`src/rtl/mat_ctrl_pkg.sv`:
```
// Shared types for the matrix-operation scheduler: op codes, response status codes and
// scheduler FSM states.
package mat_ctrl_pkg;

  typedef enum logic [2:0] {
    OpTranspose = 3'd0,
    OpAdd       = 3'd1,
    OpScalar    = 3'd2,
    OpMultiply  = 3'd3,
    OpConv      = 3'd4
  } mat_op_e;

  localparam logic [2:0] OpMax = 3'd4;

  typedef enum logic [1:0] {
    StatOk      = 2'b00,
    StatEngErr  = 2'b01,
    StatTimeout = 2'b10,
    StatBadOp   = 2'b11
  } status_e;

  typedef enum logic [2:0] {
    StIdle,
    StLaunch,
    StWait,
    StClear,
    StResp
  } sched_state_e;

  function automatic logic [15:0] sat_inc(logic [15:0] v);
    return (v == 16'hFFFF) ? v : v + 16'd1;
  endfunction

endpackage

```
`src/rtl/mat_op_sched_if.sv`:
```
// Control link between the scheduler (master) and the matrix engine (slave).
interface mat_op_sched_if #(
  parameter int unsigned ID_W = 2
) ();

  logic            eng_start;
  logic [2:0]      eng_op_sel;
  logic [7:0]      eng_scalar_k;
  logic [ID_W-1:0] eng_owner;
  logic            eng_rst;
  logic            eng_busy;
  logic            eng_done;
  logic            eng_error;

  modport master (
    output eng_start, eng_op_sel, eng_scalar_k, eng_owner, eng_rst,
    input  eng_busy, eng_done, eng_error
  );

  modport slave (
    input  eng_start, eng_op_sel, eng_scalar_k, eng_owner, eng_rst,
    output eng_busy, eng_done, eng_error
  );

endinterface

```
`src/rtl/mat_rr_arb.sv`:
```
// Combinational round-robin arbiter: the search starts one past ptr and wraps.
module mat_rr_arb #(
  parameter int unsigned NUM_REQ = 2,
  parameter int unsigned ID_W    = 2
) (
  input  logic [NUM_REQ-1:0] req,
  input  logic [ID_W-1:0]    ptr,
  output logic [NUM_REQ-1:0] grant,
  output logic [ID_W-1:0]    grant_idx
);

  logic        found;
  int unsigned idx;

  always_comb begin
    grant     = '0;
    grant_idx = '0;
    found     = 1'b0;
    idx       = 0;
    for (int unsigned i = 1; i <= NUM_REQ; i++) begin
      idx = (32'(ptr) + i) % NUM_REQ;
      if (!found && req[idx]) begin
        found      = 1'b1;
        grant[idx] = 1'b1;
        grant_idx  = ID_W'(idx);
      end
    end
  end

endmodule

```
`src/rtl/mat_op_sched.sv`:
```
// Round-robin scheduler sharing one matrix engine between NUM_REQ command sources, with
// error clearing and a launch watchdog. Optional MAT_SCHED_STATS_EN adds response counters.
module mat_op_sched
  import mat_ctrl_pkg::*;
#(
  parameter int unsigned NUM_REQ     = 2,
  parameter int unsigned TIMEOUT_CYC = 1024,
  parameter int unsigned ID_W        = 2
) (
  input  logic                 clk,
  input  logic                 rst,
  input  logic [NUM_REQ-1:0]   req_valid,
  output logic [NUM_REQ-1:0]   req_ready,
  input  logic [3*NUM_REQ-1:0] req_op,
  input  logic [8*NUM_REQ-1:0] req_scalar,
  mat_op_sched_if.master       eng,
  output logic                 rsp_valid,
  input  logic                 rsp_ready,
  output logic [ID_W-1:0]      rsp_id,
  output logic [1:0]           rsp_status,
  output logic                 sched_busy
`ifdef MAT_SCHED_STATS_EN
  ,
  output logic [15:0]          stat_ok,
  output logic [15:0]          stat_err,
  output logic [15:0]          stat_tmo
`endif
);

  localparam int unsigned   WdW    = (TIMEOUT_CYC > 2) ? $clog2(TIMEOUT_CYC) : 1;
  localparam logic [WdW-1:0] WdLast = WdW'(TIMEOUT_CYC - 1);

  sched_state_e    state_q, state_d;
  status_e         status_q, status_d;
  logic [2:0]      op_q, op_d;
  logic [7:0]      scalar_q, scalar_d;
  logic [ID_W-1:0] owner_q, owner_d;
  logic [ID_W-1:0] ptr_q, ptr_d;
  logic [WdW-1:0]  wd_q, wd_d;
  logic            clr_first_q, clr_first_d;
  logic            start, erst;

  logic [NUM_REQ-1:0] grant;
  logic [ID_W-1:0]    grant_idx;

  mat_rr_arb #(
    .NUM_REQ (NUM_REQ),
    .ID_W    (ID_W)
  ) u_arb (
    .req       (req_valid),
    .ptr       (ptr_q),
    .grant     (grant),
    .grant_idx (grant_idx)
  );

  always_comb begin
    state_d     = state_q;
    status_d    = status_q;
    op_d        = op_q;
    scalar_d    = scalar_q;
    owner_d     = owner_q;
    ptr_d       = ptr_q;
    wd_d        = wd_q;
    clr_first_d = clr_first_q;
    req_ready   = '0;
    start       = 1'b0;
    erst        = 1'b0;
    rsp_valid   = 1'b0;
    unique case (state_q)
      StIdle: begin
        req_ready = grant;
        if (|req_valid) begin
          op_d     = req_op[3*grant_idx +: 3];
          scalar_d = req_scalar[8*grant_idx +: 8];
          owner_d  = grant_idx;
          ptr_d    = grant_idx;
          if (req_op[3*grant_idx +: 3] > OpMax) begin
            status_d = StatBadOp;
            state_d  = StResp;
          end else begin
            state_d = StLaunch;
          end
        end
      end
      StLaunch: begin
        start   = 1'b1;
        wd_d    = '0;
        state_d = StWait;
      end
      StWait: begin
        wd_d = wd_q + WdW'(1);
        if (eng.eng_error) begin
          status_d    = StatEngErr;
          clr_first_d = 1'b1;
          state_d     = StClear;
        end else if (eng.eng_done) begin
          status_d = StatOk;
          state_d  = StResp;
        end else if (wd_q == WdLast) begin
          erst     = 1'b1;
          status_d = StatTimeout;
          state_d  = StResp;
        end
      end
      StClear: begin
        // First cycle re-starts the engine to drop its sticky error, then wait for it to clear.
        if (clr_first_q) begin
          start       = 1'b1;
          wd_d        = '0;
          clr_first_d = 1'b0;
        end else begin
          wd_d = wd_q + WdW'(1);
          if (!eng.eng_error) begin
            state_d = StResp;
          end else if (wd_q == WdLast) begin
            erst    = 1'b1;
            state_d = StResp;
          end
        end
      end
      StResp: begin
        rsp_valid = 1'b1;
        if (rsp_ready) state_d = StIdle;
      end
      default: state_d = StIdle;
    endcase
  end

  always_ff @(posedge clk) begin
    if (rst) begin
      state_q     <= StIdle;
      status_q    <= StatOk;
      op_q        <= '0;
      scalar_q    <= '0;
      owner_q     <= '0;
      ptr_q       <= ID_W'(NUM_REQ - 1);
      wd_q        <= '0;
      clr_first_q <= 1'b0;
    end else begin
      state_q     <= state_d;
      status_q    <= status_d;
      op_q        <= op_d;
      scalar_q    <= scalar_d;
      owner_q     <= owner_d;
      ptr_q       <= ptr_d;
      wd_q        <= wd_d;
      clr_first_q <= clr_first_d;
    end
  end

  assign eng.eng_start    = start;
  assign eng.eng_rst      = erst;
  assign eng.eng_op_sel   = op_q;
  assign eng.eng_scalar_k = scalar_q;
  assign eng.eng_owner    = owner_q;
  assign rsp_id           = owner_q;
  assign rsp_status       = status_q;
  assign sched_busy       = (state_q != StIdle);

  logic unused_busy;
  assign unused_busy = eng.eng_busy;

`ifdef MAT_SCHED_STATS_EN
  always_ff @(posedge clk) begin
    if (rst) begin
      stat_ok  <= '0;
      stat_err <= '0;
      stat_tmo <= '0;
    end else if (rsp_valid && rsp_ready) begin
      case (status_q)
        StatOk:      stat_ok  <= sat_inc(stat_ok);
        StatTimeout: stat_tmo <= sat_inc(stat_tmo);
        default:     stat_err <= sat_inc(stat_err);
      endcase
    end
  end
`endif

endmodule
```
`src/flat_wrapper.sv`:
```
// flat-port wrapper written by rule: the top's interface ports become plain ports
module mat_op_sched_flat import mat_ctrl_pkg::*;
#(
  parameter int unsigned NUM_REQ     = 2,
  parameter int unsigned TIMEOUT_CYC = 1024,
  parameter int unsigned ID_W        = 2
)
  (clk, rst, req_valid, req_ready, req_op, req_scalar, rsp_valid, rsp_ready, rsp_id, rsp_status, sched_busy, eng_eng_start, eng_eng_op_sel, eng_eng_scalar_k, eng_eng_owner, eng_eng_rst, eng_eng_busy, eng_eng_done, eng_eng_error);
  mat_op_sched_if #(.ID_W(ID_W)) eng_i ();
  input  logic clk;
  input  logic rst;
  input  logic [NUM_REQ-1:0] req_valid;
  output logic [NUM_REQ-1:0] req_ready;
  input  logic [3*NUM_REQ-1:0] req_op;
  input  logic [8*NUM_REQ-1:0] req_scalar;
  output logic rsp_valid;
  input  logic rsp_ready;
  output logic [ID_W-1:0] rsp_id;
  output logic [1:0] rsp_status;
  output logic sched_busy;
  output wire logic [$bits(eng_i.eng_start)-1:0] eng_eng_start;
  output wire logic [$bits(eng_i.eng_op_sel)-1:0] eng_eng_op_sel;
  output wire logic [$bits(eng_i.eng_scalar_k)-1:0] eng_eng_scalar_k;
  output wire logic [$bits(eng_i.eng_owner)-1:0] eng_eng_owner;
  output wire logic [$bits(eng_i.eng_rst)-1:0] eng_eng_rst;
  input wire logic [$bits(eng_i.eng_busy)-1:0] eng_eng_busy;
  input wire logic [$bits(eng_i.eng_done)-1:0] eng_eng_done;
  input wire logic [$bits(eng_i.eng_error)-1:0] eng_eng_error;
  assign eng_eng_start = eng_i.eng_start;
  assign eng_eng_op_sel = eng_i.eng_op_sel;
  assign eng_eng_scalar_k = eng_i.eng_scalar_k;
  assign eng_eng_owner = eng_i.eng_owner;
  assign eng_eng_rst = eng_i.eng_rst;
  assign eng_i.eng_busy = eng_eng_busy;
  assign eng_i.eng_done = eng_eng_done;
  assign eng_i.eng_error = eng_eng_error;
  mat_op_sched #(.NUM_REQ(NUM_REQ), .TIMEOUT_CYC(TIMEOUT_CYC), .ID_W(ID_W)) u_core (.clk(clk), .rst(rst), .req_valid(req_valid), .req_ready(req_ready), .req_op(req_op), .req_scalar(req_scalar), .eng(eng_i), .rsp_valid(rsp_valid), .rsp_ready(rsp_ready), .rsp_id(rsp_id), .rsp_status(rsp_status), .sched_busy(sched_busy));
endmodule
```
`config.mk`:
```
export PLATFORM = sky130hd
export DESIGN_NAME = mat_op_sched_flat
export DESIGN_NICKNAME = d
export VERILOG_FILES = /design/src/rtl/mat_ctrl_pkg.sv /design/src/rtl/mat_op_sched_if.sv /design/src/rtl/mat_rr_arb.sv /design/src/rtl/mat_op_sched.sv /design/src/flat_wrapper.sv
export SDC_FILE = /design/constraint.sdc
export NUM_CORES = 1
export LEC_CHECK = 0
export CORE_ASPECT_RATIO = 0.5
export CORE_MARGIN = 2
export CORE_UTILIZATION = 43
export CTS_BUF_LIST = sky130_fd_sc_hd__clkbuf_8
export CTS_CLUSTER_DIAMETER = 200
export DETAILED_ROUTE_END_ITERATION = 6
export PLACE_DENSITY_LB_ADDON = 0.1
export SLEW_MARGIN = 40
export SYNTH_ARGS = -nofsm -noshare
export SYNTH_HDL_FRONTEND = slang
export SYNTH_SLANG_ARGS = --single-unit
```
`constraint.sdc`:
```
create_clock -name clk -period 1.7 [get_ports clk]
set_clock_uncertainty 0.2 [all_clocks]
set_input_delay 0.34 -clock clk [delete_from_list [all_inputs] [get_ports clk]]
set_output_delay 0.34 -clock clk [all_outputs]
set_load 0.01 [all_outputs]
```
# ---- Word-level counts from Yosys, hierarchy flattened
# Cells that the tools add are included.
dict set report totals {
  mem_bits_rw 0
  input_bits 30
  latchBits 0
  mem_count 0
  regBits 29
  elab_cells 87
  romBits 0
  output_inout_bits 23
}
dict set report op_classes {
  div 0
  eq_ne 11
  n_mux 42
  n_shift 2
  reduce_logical 14
  magnitude_cmp 5
  bitwise 1
  add_sub_neg 3
  n_mul 1
}
# op count
set ops {}
lappend ops {{$pmux 10 s3} 1}
lappend ops {{$mux 3} 8}
lappend ops {{$mux 1} 17}
lappend ops {{$mux 2} 8}
lappend ops {{$shiftx 16x5->8} 1}
lappend ops {{$pmux 3 s5} 1}
lappend ops {{$add 10x1->10 const B} 1}
lappend ops {{$eq 10x10->1 const B} 1}
lappend ops {{$mux 10} 1}
lappend ops {{$eq 3x2->1 const B} 2}
lappend ops {{$ne 2x2->1 const B} 3}
lappend ops {{$pmux 1 s2} 3}
lappend ops {{$reduce_bool 3->1} 2}
lappend ops {{$shiftx 6x5->3} 1}
lappend ops {{$lt 1x2->1 const B} 2}
lappend ops {{$ne 2x1->1 const B} 2}
lappend ops {{$ne 4x3->1 const B} 1}
lappend ops {{$pmux 2 s2} 1}
lappend ops {{$reduce_and 2->1} 2}
lappend ops {{$reduce_and 4->1} 1}
lappend ops {{$reduce_bool 2->1} 2}
lappend ops {{$eq 3x1->1 const B} 1}
lappend ops {{$eq 3x3->1 const B} 1}
lappend ops {{$gt 3x3->1 const B} 1}
lappend ops {{10 further kinds} 15}

# ---- Depth between registers and ports, before layout
# Gate-level depths: netlist (run 1).
dict set report depth {
  depth_word 13
  ltp_mapped 6
}

# ---- Cells and area by module
# Synthesis (run 1) repeated with hierarchy kept, for this count alone.
dict set report unflattened {
  cells_unflattened 201
  hier_area_um2 1657.8
}
# module instances cells_each area_each_um2
set by_module_without_submodules {}
lappend by_module_without_submodules {mat_op_sched 1 195 1620.3}
lappend by_module_without_submodules {mat_rr_arb 1 6 37.5}

# ---- Worst setup path after synthesis (run 1)
# No wires, ideal clock.
dict set report synth_path {
  path_kind {register -> output}
  startpoint {register u_core.state_q[0]}
  endpoint {output eng_eng_rst}
  setup_slack_ns 0.049
  stages_incl_launch_ff 6
  n_path_buf 1
  t_arrival_ns 1.111
  path_cell_list {dfxtp_1 > buf_4 > inv_1 > nor2_1 > a22o_1 > and4_1}
}
dict set report synth_via {
  elab_chain_cells 2
}
# element line
set synth_lines {}
lappend synth_lines {{from (decl)} mat_op_sched.sv:33} ;# sched_state_e state_q, state_d;
lappend synth_lines {{from (signal assigned)} mat_op_sched.sv:131} ;# state_q <= StIdle;
lappend synth_lines {{from (signal assigned)} mat_op_sched.sv:140} ;# state_q <= state_d;
lappend synth_lines {{$eq 3x2->1} mat_op_sched.sv:69} ;# unique case (state_q)
lappend synth_lines {{$pmux 1 s2 (*)} mat_op_sched.sv:69}
lappend synth_lines {{to (decl)} flat_wrapper.sv:25} ;# output wire logic [$bits(eng_i.eng_rst)-1:0] eng_eng_rst;
# Every way passes the cells marked *; elsewhere a longest branch is shown, timed or not.

# ---- Worst setup path in the final report (run 1)
# Same ends and word-level chain as after synthesis.

==> reports/metrics.yaml, run 1 <==
gp_congestion: 0.811
cts_max_level: 2
grt_pass1_wl_mm: 7.82
numClockSinks: 29
ir_drop_v: 0.000898
layout_commonest_cell: "buf_4"
dpl_cell_area_sq_mm: 0.00252
status: "complete, but fails checks"
viasPerCell: 5.08
stdcell_count: 349
clk_latency_ns: 0.29
hold_start: "u_core.eng.eng_owner[0]$_SDFFE_PP0P_"
cpMaxStageDelayCell: "dfxtp_4"
io_pins: 53
ys_ff_latch: 29
avgSynthCellArea_sq_um: 8.90
cts_buffers: 5
critPathKind: "reg -> out"
drtAntennaViolNets: 0
core_sq_mm: 0.00384
finalHoldViolCount: 0
finalCritPeriodShare_pct: 108
setup_viol: 11
rsz0062_at_grt: "true"
slowest_delay_ns: 0.37
cp.arrival_ns: 1.29
power_mw: 4.64
wl_per_cell_um: 14.1
detail_route.first_pass.iterations: 4
power.leakage_nw: 1.27
hp-class: "reg -> reg"
syn_area_sq_mm: 0.00170
min_period_ns: 1.83
fin_nets: 325
synthToLayoutAreaGrowth_pct: 75.9
max_cap_violations: 0
critPathCaptureType: "output port"
cpLargestDelayFamily: "flip-flops"
async_flop_share_pct: 0
io_buffers: 49
critical_path_required_ns: 1.16
drt_iter0_drc: 60
max_freq_ghz: 0.546
synth_edf_count: 0
worst_slack_ns: -0.131
antenna_found_initial: 0
n_antenna_cell: 0
rows: 16
num-fill-cells: 259
grt_max_degree: 12
setup-tns-final_ns: -0.661
cts_tree: "yes"
mostFrequentLayoutCells: "buf_4 (46), clkdlybuf4s50_1 (24), dfxtp_1 (22)"
crit_start: "u_core.state_q[0]$_SDFFE_PP0P_"
violations: "negative setup slack"
path_max_fanout: 4
ys.flop_type: "dfxtp_1"
synth_cells: 191
crit_buf_inv: 2
clk_path_buf_depth: 2
ctsHoldBuffers: 0
clockRootBuffer: "clkbuf_8"
grt_overflow: 0
worstSetupStartpointType: "flip-flop"
clk_pin_slew_worst_paths_ns: 0.07
dieWidth_um: 92.9
cp_cell_sequence: "inv_4, nor2_4, a22o_1, and4_1, buf_2"
fin_area_sq_mm: 0.00299
seq_area_frac_synth_pct: 34.1
synth-warning-count: 0
rr_startpoint: "u_core.state_q[0]$_SDFFE_PP0P_"
synth_cell_types: 53
drc: 0
powerDensity_mw_per_mm2: 1550
die-height_um: 48.5
dp.cells: 327
slew_viol_final: 0
vias: 1773
drive_above_1_share_pct: 45.1
grt_pass1_vias: 1805
start_util_pct: 44.2
grt_usage_pct: 22.0
drt_wl_total_mm: 4.91
hpwlAfterDp_mm: 3.30
die-area_sq_mm: 0.00450
[layer usage]
layer	up-vias	GRT usage, %	part of all wire (%)
li1	880	-	-
met1	832	24.4	41
met2	55	38.4	50
met3	6	9.03	7.8
met4	0	7.84	1.1
met5	-	0	0
[kinds of logic after synthesis]
logic type      count (synthesis)  synth area share, %
fa+ha+maj                       1                0.736
xor+xnor                        9                 4.64
simple gates                   73                 23.5
buf+inv                        20                 6.70
flops                          29                 34.1
compound gates                 46                 23.0
other cells                     1                0.221
mux                            12                 7.06
[repair_timing]
action,in CTS,in global routing
gates cloned,2,1
endpoints found under the setup margin,36,22
resized for setup,72,45
buffers inserted,7,6
pin swaps,8,25
[final timing paths]
path | cells after the start | end | slack, ns
max reg2reg | 9 | u_core.eng.eng_scalar_k[4]$_SDFFE_PP0P_ | -0.03
min reg2reg | 2 | u_core.eng.eng_owner[0]$_SDFFE_PP0P_ | 0.29
max | 5 | eng_eng_rst | -0.13
min | 2 | u_core.eng.eng_owner[0]$_SDFFE_PP0P_ | 0.29
[registers in the layout (all words and copies together), names as in the netlist]
| signal | flops |
|---|---|
| u_core.wd_q | 10 |
| u_core.eng.eng_scalar_k | 8 |
| u_core.eng.eng_op_sel | 3 |
| u_core.state_q | 3 |
| u_core.rsp_status | 2 |
| u_core.clr_first_q | 1 |
| u_core.eng.eng_owner | 1 |
| u_core.ptr_q | 1 |
[area by class of cell]
| cell class | instances | area, sq um | share of cell area [%] |
|---|---|---|---|
| Sequential cell | 29 | 594 | 19.9 |
| Multi-Input combinational cell | 143 | 1190 | 39.9 |
| Timing Repair Buffer | 108 | 1010 | 33.6 |
| Clock buffer | 7 | 96.3 | 3.22 |
| Tap cell | 54 | 67.6 | 2.26 |
| Inverter | 7 | 28.8 | 0.962 |
| Clock inverter | 1 | 5.00 | 0.167 |
[through the flow]
| step | util, % | hold WS, ns | setup WS [ns] |
|---|---|---|---|
| 6_report | 77.8 | 0.288 | -0.131 |
| 3_3_place_gp | 65.7 | 0.271 | -0.655 |
| 5_1_grt | 77.8 | 0.316 | -0.202 |
| 3_5_place_dp | 65.7 | 0.273 | -0.674 |
| 4_1_cts | 72.6 | 0.286 | -0.188 |
| 2_1_floorplan | - | 0.279 | 0.0489 |
[worst min-delay path: stages (launching register included)]
cell,delay [ns]
dfxtp_1,0.32
o21ai_0,0.07
a21oi_1,0.06
[power by group]
group / internal, mW / total (mW) / switching [mW]
Combinational: 1.65 / 2.89 / 1.23
Clock: 0.366 / 0.650 / 0.284
Sequential: 0.902 / 1.10 / 0.200
[cell usage after synthesis (all sizes together), types with 3 or more instances]
| cell type | count | area (sq um) |
|---|---|---|
| nor4 | 4 | 25.0 |
| nand3 | 3 | 15.0 |
| nor3 | 6 | 46.3 |
| buf | 10 | 76.3 |
| inv | 7 | 26.3 |
| nand2 | 11 | 41.3 |
| o21ai | 12 | 60.1 |
| nand2b | 3 | 18.8 |
| a211oi | 13 | 143 |
| nor2 | 29 | 116 |
| xnor2 | 7 | 61.3 |
| mux2i | 12 | 120 |
| clkbuf | 3 | 11.3 |
| nor2b | 3 | 18.8 |
| a21oi | 5 | 25.0 |
| nor3b | 3 | 27.5 |
| dfxtp | 29 | 581 |
(Power assumes the default switching activity.)
==> run 2: changes to the inputs <==
--- a/config.mk
+++ b/config.mk
@@ -6,7 +6,7 @@
 export NUM_CORES = 1
 export LEC_CHECK = 0
 export CORE_ASPECT_RATIO = 0.5
-export CORE_MARGIN = 2
+export CORE_MARGIN = 4
 export CORE_UTILIZATION = 43
 export CTS_BUF_LIST = sky130_fd_sc_hd__clkbuf_8
 export CTS_CLUSTER_DIAMETER = 200
==> constraint.sdc (replaced) <==
create_clock -name clk -period 1.7 [get_ports clk]
set_clock_uncertainty 0.2 [all_clocks]
set_input_delay 0.425 -clock clk [delete_from_list [all_inputs] [get_ports clk]]
set_output_delay 0.425 -clock clk [all_outputs]
set_load 0.01 [all_outputs]
==> run 2 against run 1 <==
Against the previous run:
- the flow still finishes with violations (negative setup slack)
- clock power is 10% lower
- sequential power is 4% lower
- sequential share of layout area is 1.3 points higher
- register-to-register slack better by 0.03 ns
- cell count is 4.3% lower
- core utilization is 0.11 points lower
- worst hold slack better by 0.0049 ns
- final area is 5.9% lower
- global-route usage is 0.44 points lower
- combinational power is 14% lower
- critical path type unchanged
- critical endpoint unchanged
- largest power group unchanged
==> reports/metrics.yaml, run 2 (synthesized netlist as in run 1, its figures left out) <==
hpwlAfterDp_mm: 3.55  # +7.7%
drt_iter0_drc: 59  # -1.7%
ff_latch_area_sq_um: 597  # +0.42%
ir_drop_v: 0.000819  # -8.8%
mostFrequentLayoutCells: "buf_4 (38), nor2_1 (25), clkdlybuf4s50_1 (24)"
max_freq_ghz: 0.517  # -5.3%
finalHoldViolCount: 0  # unchanged
violations: "negative setup slack"
powerDensity_mw_per_mm2: 1470  # -5.5%
hp-class: "reg -> reg"
dieWidth_um: 96.9  # +4.3%
grt_overflow: 0  # unchanged
met1_usage_pct: 22.3  # -2.1 points
grt_use_met3_pct: 7.84  # -1.2 points
multiInputGateArea_sq_mm: 0.00115  # -3.4%
grt-busiest-layer: "met2"
rsz0062_at_grt: "true"
synthToLayoutAreaGrowth_pct: 65.5
n_antenna_cell: 0  # unchanged
min_period_ns: 1.93  # +0.103 ns
ctsHoldBuffers: 0  # unchanged
max_cap_violations: 0  # unchanged
clk_pin_slew_worst_paths_ns: 0.06  # about the same
critical_path_required_ns: 1.07  # -0.09 ns
grt_usage_pct: 21.6  # -0.44 points
power.leakage_nw: 1.20  # -5.3%
io_pins: 53  # unchanged
cts_buffers: 5  # unchanged
rows: 15  # -1
numClockSinks: 29  # unchanged
antenna_found_initial: 0  # unchanged
status: "complete, but fails checks"
worstSetupStartpointType: "flip-flop"
clk_latency_ns: 0.28  # about the same
wl_per_cell_um: 15.8  # +13%
gp_congestion: 0.788  # -2.8%
clockRootBuffer: "clkbuf_8"
dp.cells: 319  # -2.4%
detail_route.first_pass.iterations: 4  # unchanged
die-area_sq_mm: 0.00509  # +13%
clk_path_buf_depth: 2  # unchanged
worst_slack_ns: -0.234  # -0.103 ns
cts_max_level: 2  # unchanged
grt_max_degree: 12  # unchanged
use_met2_pct: 41.7  # +3.3 points
cpMaxStageDelayCell: "dfxtp_2"
slew_viol_final: 0  # unchanged
path_max_fanout: 2  # -2
drtAntennaViolNets: 0  # unchanged
largest_reg_flops: 10  # unchanged
fin_nets: 314  # -3.4%
cts_tree: "yes"
core_sq_mm: 0.00362  # -5.8%
cp.arrival_ns: 1.31  # +0.02 ns
drt_wl_total_mm: 5.29  # +7.7%
vias: 1801  # +1.6%
grt_pass1_vias: 1931  # +7.0%
drc: 0  # unchanged
layout_commonest_cell: "buf_4"
viasPerCell: 5.39  # +6.1%
stdcell_count: 334  # -4.3%
grt_pass1_wl_mm: 8.71  # +11%
drive_above_1_share_pct: 39.6  # -5.5 points
crit_buf_inv: 1  # -1
slowest_delay_ns: 0.37  # about the same
cpLargestDelayFamily: "simple AND/OR/NAND/NOR gates"
start_util_pct: 46.9  # +2.7 points
top_register: "u_core.wd_q"
cp_cell_sequence: "nand4_4, nor3_2, and4_1, buf_2"
critPathCaptureType: "output port"
critPathKind: "reg -> out"
finalCritPeriodShare_pct: 114  # +6.0 points
setup-tns-final_ns: -0.789  # -0.128 ns
setup_viol: 7  # -4
num-fill-cells: 259  # unchanged
io_buffers: 49  # unchanged
die-height_um: 52.5  # +8.3%
## run 2: cell count changes in the layout (fill, tap and decap cells not counted), sizes merged
| cell | change |
|---|---|
| buf | -10 |
| clkinv | -1 |
| clkdlybuf4s15 | +1 |
| dlymetal6s2s | -1 |
| inv | +1 |
| clkbuf | -2 |
## run 2: worst paths after layout
check                                                            from                                    end  slack, ns  cells after the start
worst min-delay path            u_core.eng.eng_op_sel[0]$_SDFFE_PP0P_  u_core.eng.eng_op_sel[0]$_SDFFE_PP0P_       0.29                      2
worst max register to register         u_core.state_q[0]$_SDFFE_PP0P_  u_core.eng.eng_op_sel[1]$_SDFFE_PP0P_          0                      8
worst max-delay path                      u_core.wd_q[8]$_SDFFE_PP0P_                            eng_eng_rst      -0.23                      4
worst min register to register  u_core.eng.eng_op_sel[0]$_SDFFE_PP0P_  u_core.eng.eng_op_sel[0]$_SDFFE_PP0P_       0.29                      2
## run 2: repair_timing
item | CTS | global route
setup buffers | 9 | 1
endpoints found under the setup margin | 36 | 23
cloned | 1 | 0
pin swaps | 12 | 10
gates resized for setup | 83 | 23
## run 2: worst min-delay path, cell delays in order, from the launching register on
cell      delay [ns]
dfxtp_1         0.31
nor2_1          0.09
a211oi_1        0.04
## run 2: per-layer routing
layer,part of all wire [%],up-vias
li1,-,863
met1,40,873
met2,51,53
met3,6.5,12
met4,2.3,0
met5,0,-
## run 2: area by class of cell
| cell class | count | area share [%] |
|---|---|---|
| clock buffers | 6 | 2.93 |
| inverters | 7 | 0.934 |
| clock inverters | 1 | 0.133 |
| well taps | 51 | 2.27 |
| flip-flops and latches | 29 | 21.2 |
| repair buffers | 97 | 31.6 |
| multi-input cells | 143 | 41.0 |
## run 2: power breakdown
part | internal (mW) | switching, mW | total [mW]
registers | 0.900 | 0.160 | 1.06
logic | 1.34 | 1.14 | 2.48
clock network | 0.315 | 0.268 | 0.582
## run 2: stage by stage
step	hold WS (ns)	utilization (%)	worst slack, ns	cell area (sq um)	total power, mW
finish	0.293	77.7	-0.234	2810	4.13
global route	0.325	77.7	-0.301	2810	4.40
CTS	0.295	75.9	-0.238	2750	4.02
detailed placement	0.290	68.7	-0.834	2490	3.12
global placement	0.272	68.7	-0.815	2490	3.08
floorplan	0.279	-	0.0234	1710	2.21
==> run 3: changes to the inputs <==
--- a/config.mk
+++ b/config.mk
@@ -12,6 +12,7 @@
 export CTS_CLUSTER_DIAMETER = 200
 export DETAILED_ROUTE_END_ITERATION = 6
 export PLACE_DENSITY_LB_ADDON = 0.1
+export SETUP_SLACK_MARGIN = 0.02
 export SLEW_MARGIN = 40
 export SYNTH_ARGS = -nofsm -noshare
 export SYNTH_HDL_FRONTEND = slang
==> run 3 against run 2 <==
Against the previous run:
- the run still ends with negative setup slack left
- global-route usage rose by 0.12 points
- non-clock buffer count grew 5
- highest routed layer unchanged
- clock-buffer cell count did not move
- total power grew 3.6%
- critical path depth unchanged
==> reports/metrics.yaml, run 3 (synthesized netlist as in run 1, its figures left out) <==
combinationalPowerShare_pct: 61.4  # +1.2 points
cp.arrival_ns: 1.30  # about the same
io_buffers: 49  # unchanged
power.leakage_nw: 1.25  # +3.9%
min_period_ns: 1.93  # -0.00509 ns
ctsHoldBuffers: 0  # unchanged
top_register: "u_core.wd_q"
numClockSinks: 29  # unchanged
io_pins: 53  # unchanged
start_util_pct: 46.9  # unchanged
antenna_found_initial: 0  # unchanged
critical_path_required_ns: 1.07  # about the same
drive_above_1_share_pct: 42.0  # +2.4 points
grt_pass1_wl_mm: 8.77  # +0.63%
slew_viol_final: 0  # unchanged
slowest_delay_ns: 0.36  # about the same
core_sq_mm: 0.00362  # unchanged
worst_slack_ns: -0.229  # +0.00509 ns
cts_buffers: 5  # unchanged
synthToLayoutAreaGrowth_pct: 69.5
rsz0062_at_grt: "true"
cts_max_level: 2  # unchanged
clk_latency_ns: 0.28  # about the same
finalCritPeriodShare_pct: 113  # -0.30 points
powerDensity_mw_per_mm2: 1480  # +1.1%
dp.cells: 319  # unchanged
finalHoldViolCount: 0  # unchanged
rows: 15  # unchanged
drt_wl_total_mm: 5.64  # +6.6%
hp-class: "reg -> reg"
clk_pin_slew_worst_paths_ns: 0.06  # about the same
post-route-util_pct: 79.6  # +1.9 points
detail_route.first_pass.iterations: 4  # unchanged
grt_overflow: 0  # unchanged
cts_tree: "yes"
max_freq_ghz: 0.518  # +0.26%
largest_reg_flops: 10  # unchanged
r2r_cells: 6  # -2
grt_pass1_vias: 1938  # +0.36%
drt_iter0_drc: 69  # +17%
cp_cell_sequence: "nand4_4, nor3_2, and4_1, buf_2"
path_max_fanout: 2  # unchanged
critPathCaptureType: "output port"
stdcell_count: 339  # +1.5%
gp_congestion: 0.788  # unchanged
power_mw: 4.27  # +3.6%
drc: 0  # unchanged
clockRootBuffer: "clkbuf_8"
fin_nets: 319  # +1.6%
setup_viol: 15  # +8
violations: "negative setup slack"
grt_usage_pct: 21.7  # +0.12 points
die-area_sq_mm: 0.00509  # unchanged
hpwlAfterDp_mm: 3.55  # unchanged
p_sw_share_pct: 38.5  # +0.44 points
p_int_mw: 2.63  # +2.8%
layout_commonest_cell: "buf_4"
wl_per_cell_um: 16.6  # +5.0%
worstSetupStartpointType: "flip-flop"
max_cap_violations: 0  # unchanged
ir_drop_v: 0.000836  # +2.0%
whs_path_depth: 2  # unchanged
pwr-share-seq_pct: 24.8  # -0.9 points
grt_max_degree: 12  # unchanged
dieWidth_um: 96.9  # unchanged
viasPerCell: 5.39  # -0.11%
drtAntennaViolNets: 0  # unchanged
status: "complete, but fails checks"
clk_path_buf_depth: 2  # unchanged
vias: 1826  # +1.4%
pwr-share-clk_pct: 13.8  # -0.3 points
critPathKind: "reg -> out"
p_sw_mw: 1.64  # +4.8%
n_antenna_cell: 0  # unchanged
num-fill-cells: 245  # -5.4%
cpMaxStageDelayCell: "dfxtp_2"
mostFrequentLayoutCells: "buf_4 (41), nor2_1 (24), clkdlybuf4s50_1 (23)"
die-height_um: 52.5  # unchanged
-- run 3: changes by cell type in the layout (fill, tap and decap cells not counted), sizes merged --
cell / change
buf: +5
clkbuf: +1
clkdlybuf4s50: -1
dlygate4sd2: -1
dlymetal6s2s: +1
-- run 3: worst max-delay path, delay by kind of cell (launching register included) --
family | cells | cell delay, ns
flops | 1 | 0.36
simple gates | 3 | 0.53
buf+inv | 1 | 0.13
-- run 3: what timing repair did --
action / 4_1_cts / 5_1_grt
pin swaps: 11 / 13
gates resized for setup: 84 / 33
setup buffers: 9 / 5
gates cloned: 1 / 0
endpoints found under the setup margin: 37 / 23
-- run 3: metal layers --
| metal | routed length, um | global-route usage, % | part of all wire [%] | vias up |
|---|---|---|---|---|
| li1 | - | - | - | 873 |
| met1 | 2250 | 22.3 | 40 | 878 |
| met2 | 2830 | 42.0 | 50 | 59 |
| met3 | 387 | 7.84 | 6.9 | 16 |
| met4 | 176 | 7.23 | 3.1 | 0 |
| met5 | 0 | 0 | 0 | - |
-- run 3: cell type report --
type | count | area, sq um | share of cell area [%]
multi-input combinational | 143 | 1170 | 40.6
timing repair buffer | 102 | 940 | 32.6
clock inverter | 1 | 3.75 | 0.130
sequential | 29 | 597 | 20.7
clock buffer | 6 | 82.6 | 2.87
inverter | 7 | 26.3 | 0.912
tap | 51 | 63.8 | 2.21
-- run 3: power groups by stage --
| stage | clock network [mW] | registers (mW) | logic [mW] |
|---|---|---|---|
| 2_1_floorplan | 0 | 1.09 | 1.11 |
| 3_3_place_gp | 0 | 1.03 | 2.05 |
| 3_5_place_dp | 0 | 1.04 | 2.08 |
| 4_1_cts | 0.591 | 1.05 | 2.39 |
| 5_1_grt | 0.628 | 1.09 | 2.82 |
| 6_report | 0.588 | 1.06 | 2.63 |
-- run 3: per-stage QoR --
stage	setup TNS (ns)	worst slack, ns	hold slack (ns)	area [sq um]
6_report	-1.13	-0.229	0.295	2880
5_1_grt	-2.16	-0.312	0.325	2880
4_1_cts	-0.884	-0.238	0.295	2750
3_5_place_dp	-11.79	-0.834	0.290	2490
3_3_place_gp	-11.20	-0.815	0.272	2490
2_1_floorplan	0	0.0234	0.279	1710
-- run 3: worst paths after layout --
kind / start / end / slack (ns)
max reg2reg: u_core.ptr_q[0]$_SDFFE_PP1P_ / u_core.eng.eng_scalar_k[3]$_SDFFE_PP0P_ / -0.05
min reg2reg: u_core.eng.eng_op_sel[0]$_SDFFE_PP0P_ / u_core.eng.eng_op_sel[0]$_SDFFE_PP0P_ / 0.29
max: u_core.wd_q[8]$_SDFFE_PP0P_ / eng_eng_rst / -0.23
min: u_core.eng.eng_op_sel[0]$_SDFFE_PP0P_ / u_core.eng.eng_op_sel[0]$_SDFFE_PP0P_ / 0.29
